<file path="src/rtl/min_max_scan_ctrl.sv">
// -----------------------------------------------------------------------------
// min_max_scan_ctrl
//
// Sequencing controller that finds the minimum (mode=0) or maximum (mode=1)
// of a COUNT-element unsigned stream with a single time-shared comparator.
// Elements arrive one per cycle over a valid/ready handshake; the winning
// value and its 0-based stream index are held behind a valid/ack handshake.
//
// Ports:
//   clk        rising-edge clock
//   rst        asynchronous, active-low reset
//   start      begin a scan (honoured only in IDLE)
//   mode       0 = minimum, 1 = maximum (captured when start is honoured)
//   in_data    stream element
//   in_valid   in_data is valid
//   in_ready   controller accepts in_data this cycle (SCAN)
//   res_data   winning element
//   res_idx    stream position of the winning element
//   res_valid  res_data/res_idx valid and held (DONE)
//   res_ack    consumer has taken the result
//   busy       scan in progress or result pending
// -----------------------------------------------------------------------------
module min_max_scan_ctrl #(
  parameter int WIDTH = 16,
  parameter int COUNT = 8,
  parameter int IDXW  = 3
) (
  input  logic             clk,
  input  logic             rst,
  input  logic             start,
  input  logic             mode,
  input  logic [WIDTH-1:0] in_data,
  input  logic             in_valid,
  output logic             in_ready,
  output logic [WIDTH-1:0] res_data,
  output logic [IDXW-1:0]  res_idx,
  output logic             res_valid,
  input  logic             res_ack,
  output logic             busy
);

  typedef enum logic [1:0] {
    IDLE = 2'd0,
    SCAN = 2'd1,
    DONE = 2'd2
  } state_t;

  localparam logic [IDXW-1:0] LAST = IDXW'(COUNT - 1);

  state_t           state_q, state_d;
  logic [IDXW-1:0]  cnt;
  logic [WIDTH-1:0] best;
  logic [IDXW-1:0]  best_idx;
  logic             mode_q;

  logic accept;
  logic better;

  assign accept = (state_q == SCAN) && in_valid;
  // Strict comparison: an equal element never displaces the earlier winner.
  assign better = mode_q ? (in_data > best) : (in_data < best);

  // NOTE: sequential state uses non-blocking assignments so every register
  // samples the pre-edge values, independent of statement order.
  always_ff @(posedge clk or negedge rst) begin
    if (!rst) begin
      state_q <= IDLE;
    end else begin
      state_q <= state_d;
    end
  end

  // NOTE: state_d gets a default before the case so no path leaves it
  // unassigned, which would otherwise infer a latch.
  always_comb begin
    state_d = state_q;
    unique case (state_q)
      IDLE:    if (start) state_d = SCAN;
      SCAN:    if (accept && (cnt == LAST)) state_d = DONE;
      DONE:    if (res_ack) state_d = IDLE;
      default: state_d = IDLE;
    endcase
  end

  // Datapath registers. These are plain flops, not a memory, so they are all
  // reset: an aborted scan must leave nothing behind.
  always_ff @(posedge clk or negedge rst) begin
    if (!rst) begin
      cnt      <= '0;
      best     <= '0;
      best_idx <= '0;
      mode_q   <= 1'b0;
    end else begin
      if ((state_q == IDLE) && start) begin
        cnt    <= '0;
        mode_q <= mode;
      end
      if (accept) begin
        // The first element seeds the comparator unconditionally.
        if (cnt == '0) begin
          best     <= in_data;
          best_idx <= '0;
        end else if (better) begin
          best     <= in_data;
          best_idx <= cnt;
        end
        if (cnt == LAST) cnt <= '0;
        else             cnt <= cnt + 1'b1;
      end
    end
  end

  // Outputs come from state or registers only; no input reaches an output
  // combinationally.
  assign in_ready  = (state_q == SCAN);
  assign res_valid = (state_q == DONE);
  assign busy      = (state_q != IDLE);
  assign res_data  = best;
  assign res_idx   = best_idx;

endmodule

</file>
<file path="config.mk">
export PLATFORM = sky130hd
export DESIGN_NAME = min_max_scan_ctrl
export DESIGN_NICKNAME = d
export VERILOG_FILES = /design/src/rtl/min_max_scan_ctrl.sv
export SDC_FILE = /design/constraint.sdc
export NUM_CORES = 1
export LEC_CHECK = 0
export CAP_MARGIN = 20
export CORE_MARGIN = 2
export CORE_UTILIZATION = 47
export DETAILED_ROUTE_END_ITERATION = 10
export MAX_ROUTING_LAYER = met4
export PLACE_DENSITY = 0.8
export SLEW_MARGIN = 10
export SYNTH_ARGS = -nofsm -noshare
export SYNTH_HDL_FRONTEND = slang
export SYNTH_SLANG_ARGS = --single-unit
</file>
<file path="constraint.sdc">
create_clock -name clk -period 3 [get_ports clk]
set_input_delay 0.6 -clock clk [delete_from_list [all_inputs] [get_ports clk]]
set_output_delay 0.6 -clock clk [all_outputs]
set_load 0.01 [all_outputs]
</file>
==> run metrics <==
CTS tree=done; leak pwr=1.025 nW; Max stage delay on crit path=0.54 ns; largest family of logic cells by synthesized area=adder cells; post-synthesis mux area share=15.33%; Root Buffer Master=clkbuf_4; Max VDD drop=0.5185 mV; CP arrival=3.18 ns; final core occ=69.63%; Chip Width=60.22 um; Synth Area per Inst=11.00 um2; post-DP HPWL=2.344 mm; I/O pin total=44; Mapped Area=1485 um2; Yosys cell types=26; total die area=3626 um2; Pre-Repair DR Iteration Count=4; Die Y=60.22 um; Max Slew Vio Count=0; Cells after Synth=135; Hold Path Sink=state_q[0]; Post-CTS Hold Buffers=0; layout cells sized above 1=19.68%; Slew @ Worst Pin=0.3261 ns; final clock skew=0.01311 ns; global-route wire length before repair=4.899 mm; Starting Density=49.05%; worst r2r dst=res_data[12]; antenna-violating nets left=0; flop and latch count out of synthesis=25; crit path max-delay cell type=or4_4; Num Clock Sinks=25; floorplan core area=3028 um2; status=completed; Pwr Total=0.002058 W; top-area cell type share of the netlist area=42.12%; number of antenna violations at the first check in global routing=0; Layout Cells excl Fill=232; final instance area=2108 um2; final WL=3.225 mm; nets=230; Reg2Reg Setup Slack=0.25 ns; CP max FO=7; Hold/Removal Path Class=reg -> reg; hold_sp=state_q[1]; CTS Buf Count=3; Worst EP required=3.24 ns; Compound-Gate Fraction of Synth Area=10.11%; Clock Tree Buf Depth=2; PortBufs=43; Simple-Gate Fraction of Synth Area=7.751%; Post-synth EDFFs=0; Worst Reg2Reg Path Length in Cells=10; CP endpoint kind=register; Post-synth top flop=dfrtp_1; post-layout min period=2.945 ns; detailed-route vias per instance=5.073; ranking of synthesized cells by area=dfrtp_1 (42%), ha_1 (16%), mux2_2 (7.6%); Buf/Inv on CP=2; largest net degree at the start of global routing=26; Fmax=339.6 MHz; crit path cell chain=clkdlybuf4s50_1 > ha_1 > nand2_1 > or4_4 > a21o_1 > nand3_2 > mux2i_2 > o21a_2 > buf_6 > mux2_2; CP delay by family, top=simple AND/OR/NAND/NOR gates; Worst R2R Start=res_data[11]; DRC viols=0; All-Layer GR Usage=18.48%; post-synth net total=176; gr ovfl total=0; Tcrit/Tclk final=98.16%; Yosys warnings=0; Synth Area in Adders=16.01%; routed vias=1177; initial DRC count=26; Area Growth Syn to Fin=41.95%; # setup viols final=0; Max transition margin=78.26%; placed cell area=1993 um2; vias in the first global route=1148; CP Class=in -> reg; Pwr Density=976.0 nW/um2; Final GP Congestion=0.8043; final hold violations=0; # diodes=0; Cell Rows=20; wire length per cell=13.90 um; clock slew at reported path FFs=0.15 ns; Post-Synth XOR/XNOR Area=0%; Startpoint Class=primary input; Post-synth ARST share=100.0%; top cell type by total area after synthesis=dfrtp_1; register area share after synthesis=42.12%; worst hold stages=1; max-cap violations=0; Clock Latency Late Sink=0.33 ns; Max H-tree Level=1; Inst Count DP=225
through the flow:
step,worst slack (ns),TNS [ns],hold slack [ns]
2_1_floorplan,0.1956,0,0.3044
3_3_place_gp,-0.3014,-4.569,0.4543
3_5_place_dp,-0.3581,-5.496,0.4670
4_1_cts,0.0007090,0,0.4951
5_1_grt,-0.01636,-0.07510,0.5138
6_report,0.05514,0,0.4922
worst max-delay path by stage:
stage | cells after the start | to | start
after global placement | 10 | res_data[12] | in_data[15]
after global routing | 10 | res_data[10] | in_data[5]
after floorplan | 10 | res_data[0] | in_data[15]
after CTS | 10 | res_data[6] | in_data[15]
final | 10 | res_data[12] | in_data[5]
after detailed placement | 10 | res_data[12] | in_data[15]
state kept, by name (all words and copies together), names as in the netlist:
register / cells
res_data: 16
cnt: 3
res_idx: 3
state_q: 2
mode_q: 1
power breakdown:
group	internal [W]	switching, W
Clock	0.0000500	0.000108
Sequential	0.000497	0.000126
Combinational	0.000764	0.000513
Total	0.00131	0.000747
cells in the final DEF, fill, tap and decap left out, types with 2 or more instances in the layout:
cell	Yosys	final
clkbuf_4	0	3
inv_1	25	25
mux2_4	7	7
mux2_2	10	10
nand2_1	6	6
a21oi_1	8	8
nor2_1	5	5
ha_1	19	17
o32ai_1	2	2
o21ai_0	4	4
clkdlybuf4s50_1	0	39
nor2b_1	4	4
dfrtp_1	25	25
nand4_1	3	3
ha_4	0	2
a22o_1	4	4
dlymetal6s2s_1	0	4
buf_4	0	6
worst register-to-register path, stage by stage (launching register included):
cell	delay (ns)
dfrtp_1	0.41
inv_1	0.06
ha_1	0.29
nand4_1	0.13
or4_4	0.54
a21o_1	0.18
nand3_2	0.07
mux2i_2	0.25
o21a_2	0.25
buf_6	0.16
mux2_2	0.33
per-layer routing:
| metal | wire (um) | track usage, % | vias up |
|---|---|---|---|
| met1 | 1418 | 21.95 | 573 |
| met4 | 0 | 4.127 | 0 |
| met3 | 152 | 3.247 | 0 |
| met2 | 1654 | 32.45 | 32 |
| met5 | 0 | - | - |
| li1 | - | - | 572 |
repair_timing:
| item | CTS | global route |
|---|---|---|
| endpoints found under the setup margin | 7 | 16 |
| endpoints found under the hold margin | 0 | 0 |
| setup buffers | 1 | 1 |
| pin swaps | 0 | 9 |
| resized for setup | 2 | 8 |
| cloned | 0 | 1 |
logic make-up after synthesis:
kind of cell,Yosys count
buffers and inverters,28
flip-flops,25
AO/OA/AOI/OAI,23
AND/OR/NAND/NOR,22
adder cells (fa/ha/maj),19
multiplexers,18
layout make-up:
type | count | area, um2
clock inverter | 1 | 5.005
clock buffer | 3 | 22.52
timing repair buffer | 52 | 541.8
sequential | 25 | 625.6
inverter | 25 | 93.84
multi-input combinational | 82 | 764.5
fill | 229 | 919.6
tap | 44 | 55.05
cells in the mapped netlist, types with 2 or more instances:
master   instances
dfrtp_1         25
inv_1           25
ha_1            19
mux2_2          10
a21oi_1          8
mux2_4           7
nand2_1          6
nor2_1           5
a22o_1           4
nor2b_1          4
o21ai_0          4
nand4_1          3
o32ai_1          2
Power figures use the tool's default switching activity.
